<file path="config.mk">
export PLATFORM = sky130hd
export DESIGN_NAME = instr_dispatch_flat
export DESIGN_NICKNAME = d
export VERILOG_FILES = /design/src/rtl/instr_dispatch_if.sv /design/src/rtl/instr_dispatch.sv /design/src/flat_wrapper.sv
export SDC_FILE = /design/constraint.sdc
export NUM_CORES = 1
export LEC_CHECK = 0
export BUFFER_PORTS_ARGS = -buffer_cell sky130_fd_sc_hd__buf_2
export CAP_MARGIN = 20
export CORE_ASPECT_RATIO = 0.8
export CORE_MARGIN = 2
export CORE_UTILIZATION = 25
export DETAILED_ROUTE_END_ITERATION = 12
export HOLD_SLACK_MARGIN = 0.08
export PLACE_DENSITY = 0.5
export SKIP_CTS_REPAIR_TIMING = 1
export SLEW_MARGIN = 15
export SYNTH_ARGS = -nofsm -noshare
export SYNTH_HDL_FRONTEND = slang
export SYNTH_SLANG_ARGS = --single-unit
export TNS_END_PERCENT = 100
</file>
<file path="constraint.sdc">
create_clock -name clk -period 5.55 [get_ports clk]
set_clock_uncertainty 0.15 [all_clocks]
set_input_delay 0.8325 -clock clk [delete_from_list [all_inputs] [get_ports clk]]
set_output_delay 0.8325 -clock clk [all_outputs]
set_load 0.02 [all_outputs]
</file>
<file path="src/rtl/instr_dispatch_if.sv">
// Instruction dispatch bus: upstream push handshake plus the operation
// presented to the downstream register-file controller and its completion.
interface instr_dispatch_if;
    logic        in_valid;
    logic        in_ready;
    logic [33:0] in_instr;
    logic [4:0]  read1;
    logic [4:0]  read2;
    logic [4:0]  write;
    logic [15:0] data;
    logic [2:0]  validity;
    logic        op_valid;
    logic        indicator;

    // Driver side: produces instructions and completion, observes the operation
    modport master (
        output in_valid, in_instr, indicator,
        input  in_ready, read1, read2, write, data, validity, op_valid
    );

    // Dispatcher side
    modport slave (
        input  in_valid, in_instr, indicator,
        output in_ready, read1, read2, write, data, validity, op_valid
    );
endinterface

</file>
<file path="src/rtl/instr_dispatch.sv">
// Instruction dispatcher: a small FIFO of 34-bit instructions feeding a
// two-state issue FSM. Each popped instruction is held on the outputs until
// the controller signals completion or the wait counter expires.
module instr_dispatch #(
    parameter int DEPTH   = 4,
    parameter int TIMEOUT = 32
) (
    input  logic                     clk,
    input  logic                     rst_n,
    instr_dispatch_if.slave          bus,
    output logic                     busy,
    output logic [$clog2(DEPTH):0]   fifo_level,
    output logic [7:0]               issued_count,
    output logic                     timeout_err
);

    localparam int PTR_W = $clog2(DEPTH);
    localparam int LVL_W = $clog2(DEPTH) + 1;
    localparam int CNT_W = $clog2(TIMEOUT) + 1;

    typedef enum logic {S_IDLE, S_WAIT} state_t;

    logic [33:0]      mem_q [DEPTH];
    logic [PTR_W-1:0] wr_ptr_q, wr_ptr_d;
    logic [PTR_W-1:0] rd_ptr_q, rd_ptr_d;
    logic [LVL_W-1:0] level_q, level_d;
    logic             full, empty, push, pop;
    logic [33:0]      head;

    state_t           state_q;
    logic [CNT_W-1:0] wait_cnt_q;
    logic [4:0]       read1_q, read2_q, write_q;
    logic [15:0]      data_q;
    logic [2:0]       validity_q;
    logic             op_valid_q;
    logic [7:0]       issued_q;
    logic             timeout_err_q;

    assign full  = (level_q == LVL_W'(DEPTH));
    assign empty = (level_q == '0);
    // in_ready looks only at the registered level, so a full FIFO refuses
    // a push even on the edge where the FSM pops.
    assign push  = bus.in_valid && !full;
    assign pop   = (state_q == S_IDLE) && !empty;
    assign head  = mem_q[rd_ptr_q];

    // FIFO pointer and occupancy next-state
    always_comb begin
        wr_ptr_d = wr_ptr_q;
        rd_ptr_d = rd_ptr_q;
        level_d  = level_q;
        if (push) wr_ptr_d = wr_ptr_q + PTR_W'(1);
        if (pop)  rd_ptr_d = rd_ptr_q + PTR_W'(1);
        case ({push, pop})
            2'b10:   level_d = level_q + LVL_W'(1);
            2'b01:   level_d = level_q - LVL_W'(1);
            default: level_d = level_q;
        endcase
    end

    // FIFO control registers
    always_ff @(posedge clk or negedge rst_n) begin
        if (!rst_n) begin
            wr_ptr_q <= '0;
            rd_ptr_q <= '0;
            level_q  <= '0;
        end else begin
            wr_ptr_q <= wr_ptr_d;
            rd_ptr_q <= rd_ptr_d;
            level_q  <= level_d;
        end
    end

    // FIFO storage; contents are only meaningful behind the level count
    always_ff @(posedge clk) begin
        if (push) mem_q[wr_ptr_q] <= bus.in_instr;
    end

    // Issue FSM with registered operation outputs and status
    always_ff @(posedge clk or negedge rst_n) begin
        if (!rst_n) begin
            state_q       <= S_IDLE;
            wait_cnt_q    <= '0;
            read1_q       <= '0;
            read2_q       <= '0;
            write_q       <= '0;
            data_q        <= '0;
            validity_q    <= '0;
            op_valid_q    <= 1'b0;
            issued_q      <= '0;
            timeout_err_q <= 1'b0;
        end else begin
            case (state_q)
                S_IDLE: begin
                    if (!empty) begin
                        validity_q <= head[33:31];
                        read1_q    <= head[30:26];
                        read2_q    <= head[25:21];
                        write_q    <= head[20:16];
                        data_q     <= head[15:0];
                        op_valid_q <= 1'b1;
                        wait_cnt_q <= '0;
                        state_q    <= S_WAIT;
                    end
                end
                S_WAIT: begin
                    // Completion takes priority over an expiring counter
                    if (bus.indicator) begin
                        op_valid_q <= 1'b0;
                        issued_q   <= issued_q + 8'd1;
                        state_q    <= S_IDLE;
                    end else if (wait_cnt_q == CNT_W'(TIMEOUT - 1)) begin
                        op_valid_q    <= 1'b0;
                        timeout_err_q <= 1'b1;
                        state_q       <= S_IDLE;
                    end else begin
                        wait_cnt_q <= wait_cnt_q + CNT_W'(1);
                    end
                end
                default: begin
                    state_q    <= S_IDLE;
                    op_valid_q <= 1'b0;
                end
            endcase
        end
    end

    assign bus.in_ready = !full;
    assign bus.read1    = read1_q;
    assign bus.read2    = read2_q;
    assign bus.write    = write_q;
    assign bus.data     = data_q;
    assign bus.validity = validity_q;
    assign bus.op_valid = op_valid_q;
    assign busy         = op_valid_q || !empty;
    assign fifo_level   = level_q;
    assign issued_count = issued_q;
    assign timeout_err  = timeout_err_q;

endmodule

</file>
<file path="src/flat_wrapper.sv">
// flat-port wrapper written by rule: the top's interface ports become plain ports
module instr_dispatch_flat 
#(
    parameter int DEPTH   = 4,
    parameter int TIMEOUT = 32
)
  (clk, rst_n, busy, fifo_level, issued_count, timeout_err, bus_in_valid, bus_in_instr, bus_indicator, bus_in_ready, bus_read1, bus_read2, bus_write, bus_data, bus_validity, bus_op_valid);
  instr_dispatch_if bus_i ();
  input  logic clk;
  input  logic rst_n;
  output logic busy;
  output logic [$clog2(DEPTH):0] fifo_level;
  output logic [7:0] issued_count;
  output logic timeout_err;
  input wire logic [$bits(bus_i.in_valid)-1:0] bus_in_valid;
  input wire logic [$bits(bus_i.in_instr)-1:0] bus_in_instr;
  input wire logic [$bits(bus_i.indicator)-1:0] bus_indicator;
  output wire logic [$bits(bus_i.in_ready)-1:0] bus_in_ready;
  output wire logic [$bits(bus_i.read1)-1:0] bus_read1;
  output wire logic [$bits(bus_i.read2)-1:0] bus_read2;
  output wire logic [$bits(bus_i.write)-1:0] bus_write;
  output wire logic [$bits(bus_i.data)-1:0] bus_data;
  output wire logic [$bits(bus_i.validity)-1:0] bus_validity;
  output wire logic [$bits(bus_i.op_valid)-1:0] bus_op_valid;
  assign bus_i.in_valid = bus_in_valid;
  assign bus_i.in_instr = bus_in_instr;
  assign bus_i.indicator = bus_indicator;
  assign bus_in_ready = bus_i.in_ready;
  assign bus_read1 = bus_i.read1;
  assign bus_read2 = bus_i.read2;
  assign bus_write = bus_i.write;
  assign bus_data = bus_i.data;
  assign bus_validity = bus_i.validity;
  assign bus_op_valid = bus_i.op_valid;
  instr_dispatch #(.DEPTH(DEPTH), .TIMEOUT(TIMEOUT)) u_core (.clk(clk), .rst_n(rst_n), .bus(bus_i), .busy(busy), .fifo_level(fifo_level), .issued_count(issued_count), .timeout_err(timeout_err));
endmodule
</file>
==> results.json <==
{
  "die-area_mm2": 0.03144,
  "drt-total-wl_um": 15140,
  "fin_util_pct": 30.46,
  "cp.required_ns": 4.57,
  "viasPerCell": 4.163,
  "synthArstFlopShare_pct": 29.90,
  "final_max_slew_viol_count": 0,
  "coreArea_mm2": 0.02943,
  "num-nets-final": 498,
  "place_congestion": 0.6619,
  "port_buffers": 86,
  "tritoncts": "done",
  "htreeDepth": 4,
  "setup_tns_ns": 0,
  "clk_latency_ns": 0.42,
  "cellPowerDensity_mw_per_mm2": 567.8,
  "hold_viol_final": 0,
  "synth_cell_type_count": 36,
  "pin_count": 87,
  "yosysMostFrequentCell": "edfxtp_1",
  "pre_cts_ws_ns": 3.084,
  "drive_gt1_share_pct": 41.94,
  "hold_class": "reg -> reg",
  "drt_pre_antenna_iters": 4,
  "rsz0062_at_grt": "no",
  "synth_fp_nets": 403,
  "ir_worst_vdd_v": 0.0002081,
  "synth_warnings": 0,
  "cellLeakagePower_nw": 3.344,
  "syn_avg_cell_area_um2": 21.03,
  "period_minus_slack_ns": 2.529,
  "synth_seq_cells": 194,
  "setup_viol": 0,
  "synthTopCellsByArea": "edfxtp_1 (54%), dfrtp_1 (19%), mux4_2 (8.4%)",
  "synth_top_area_cell": "edfxtp_1",
  "power_w": 0.005090,
  "clk_pin_slew_worst_paths_ns": 0.07,
  "antenna_found_initial": 3,
  "fill_cells": 2854,
  "grt_pass1_wl_um": 23390,
  "ant_nets": 0,
  "fin_cells": 845,
  "fin_crit_sh_pct": 45.58,
  "whs_path_depth": 1,
  "remaining_drc_errors": 0,
  "dr_total_vias": 3518,
  "multi_input_area_mm2": 0.001836,
  "syn-cell-area_mm2": 0.007507,
  "grt-ovfl-total": 0,
  "synth_common_cells": "edfxtp_1 (136), dfrtp_1 (58), mux2_4 (28), mux4_2 (28), nand2_1 (10)",
  "synthDominantCellAreaShare_pct": 54.40,
  "cts-root-buf": "clkbuf_16",
  "crit_path_max_fanout": 5,
  "cts_sinks": 194,
  "area_growth_pct": 19.42,
  "maxCapViolations": 0,
  "worstHoldEndpoint": "u_core.issued_count[7]",
  "chipWidth_um": 197.7,
  "worstSetupEndpointType": "primary output",
  "worstRegToRegCells": 10,
  "status": "complete, no violations",
  "dp_hpwl_um": 9387,
  "grt_pass1_vias": 3860,
  "hp-start": "u_core.issued_count[7]",
  "grt_max_degree": 59,
  "start_kind": "flip-flop",
  "seqCellArea_mm2": 0.005538,
  "timing.rr.end": "u_core.fifo_level[2]",
  "fp.dieH_um": 159.0,
  "synthFlopType": "edfxtp_1",
  "numCtsBuffers": 17,
  "dp.cells": 810,
  "initial_core_util_pct": 25.51,
  "track_usage_pct": 10.10,
  "drtIter0Drc": 223,
  "cts_max_path_buffers": 2,
  "fmax_mhz": 395.3,
  "synth_edf_count": 136,
  "rows": 56,
  "crit_type": "reg -> out",
  "wl_per_cell_um": 17.91,
  "setup_slack_ns": 3.021,
  "netlist_instances": 357,
  "timing.rr.start": "u_core.fifo_level[0]",
  "worst_pin_slew_ns": 0.9900,
  "ys_seq_area_share_pct": 73.73,
  "max_slew_margin_pct": 34.00,
  "ff2ff_setup_slack_ns": 3.26,
  "critPathArrivalTime_ns": 1.55
}
worst max-delay path, cell delays in order (launching register included):
cell and delay [ns]:
dfrtp_1 0.42, nor3_1 0.43, nand2b_1 0.10, buf_2 0.17
per-stage QoR:
step / instance area (um^2) / hold WS (ns)
6_report: 8965 / 0.3180
3_5_place_dp: 8327 / 0.3108
3_3_place_gp: 8327 / 0.3119
2_1_floorplan: 7507 / 0.3366
4_1_cts: 8957 / 0.3288
5_1_grt: 8957 / 0.3410
cell usage in the layout, fill, tap and decap left out, types with 2 or more instances in the layout:
master	instances
dfrtp_1	56
mux4_2	28
nand3_1	5
buf_2	85
o21ai_0	4
clkinv_4	3
xnor2_1	8
inv_1	9
edfxtp_1	136
xor2_1	6
bufinv_16	4
inv_6	2
nor3_1	2
and3_2	4
nand2_1	10
ha_1	7
dfrtp_2	2
clkbuf_16	17
mux2_2	9
a22o_1	2
clkinv_2	3
nor2_1	6
mux2_4	28
diode_2	3
buf_4	3
inv_8	2
mux4_1	6
and2_1	2
final cells by class:
class / count / area share, %
clock inverters: 15 / 2.289
flip-flops and latches: 194 / 61.77
multi-input cells: 142 / 20.47
well taps: 377 / 5.262
clock buffers: 17 / 4.745
inverters: 9 / 0.3768
repair buffers: 88 / 4.997
diodes: 3 / 0.08374
cell families (layout without fill, tap and decap cells):
group	count (synthesis)	in the layout	synth area share, %
mux	71	71	17.45
compound gates	13	13	1.383
xor+xnor	14	14	1.633
simple gates	36	36	2.384
fa+ha+maj	8	8	1.433
other cells	0	3	0
buf+inv	21	129	1.983
flops	194	194	73.73
report_power, final:
| group | internal, W | switching (W) | total, W | leakage (nW) |
|---|---|---|---|---|
| clock network | 0.000762 | 0.000542 | 0.00130 | 0.313 |
| logic | 0.000756 | 0.000807 | 0.00156 | 1.09 |
| registers | 0.00198 | 0.000242 | 0.00222 | 1.94 |
| total | 0.00350 | 0.00159 | 0.00509 | 3.34 |
metal layers:
metal | track usage, % | vias up | share of wire (%)
met4 | 2.392 | 0 | 0.87
met5 | 0 | - | 0
met1 | 13.09 | 1838 | 46
met3 | 4.173 | 10 | 6.2
li1 | - | 1593 | -
met2 | 15.78 | 77 | 47
state kept, by name, summed over array words and instances, names as in the netlist:
| name | count |
|---|---|
| u_core.bus.data | 16 |
| u_core.bus.op_valid | 1 |
| u_core.bus.read1 | 5 |
| u_core.bus.read2 | 5 |
| u_core.bus.validity | 3 |
| u_core.bus.write | 5 |
| u_core.fifo_level | 3 |
| u_core.issued_count | 8 |
| u_core.mem_q | 136 |
| u_core.rd_ptr_q | 2 |
| u_core.state_q | 1 |
| u_core.timeout_err | 1 |
| u_core.wait_cnt_q | 6 |
| u_core.wr_ptr_q | 2 |
how the worst max path moves through the flow:
stage | startpoint | endpoint | slack [ns] | cells past startpoint
finish | u_core.fifo_level[1] | busy | 3.02 | 3
global route | u_core.fifo_level[2] | busy | 2.89 | 3
CTS | u_core.fifo_level[2] | busy | 2.98 | 3
detailed placement | bus_in_valid | u_core.fifo_level[2] | 3.08 | 9
global placement | bus_in_valid | u_core.fifo_level[2] | 3.10 | 9
floorplan | u_core.fifo_level[0] | u_core.fifo_level[2] | 3.15 | 10
(Power assumes the default switching activity.)
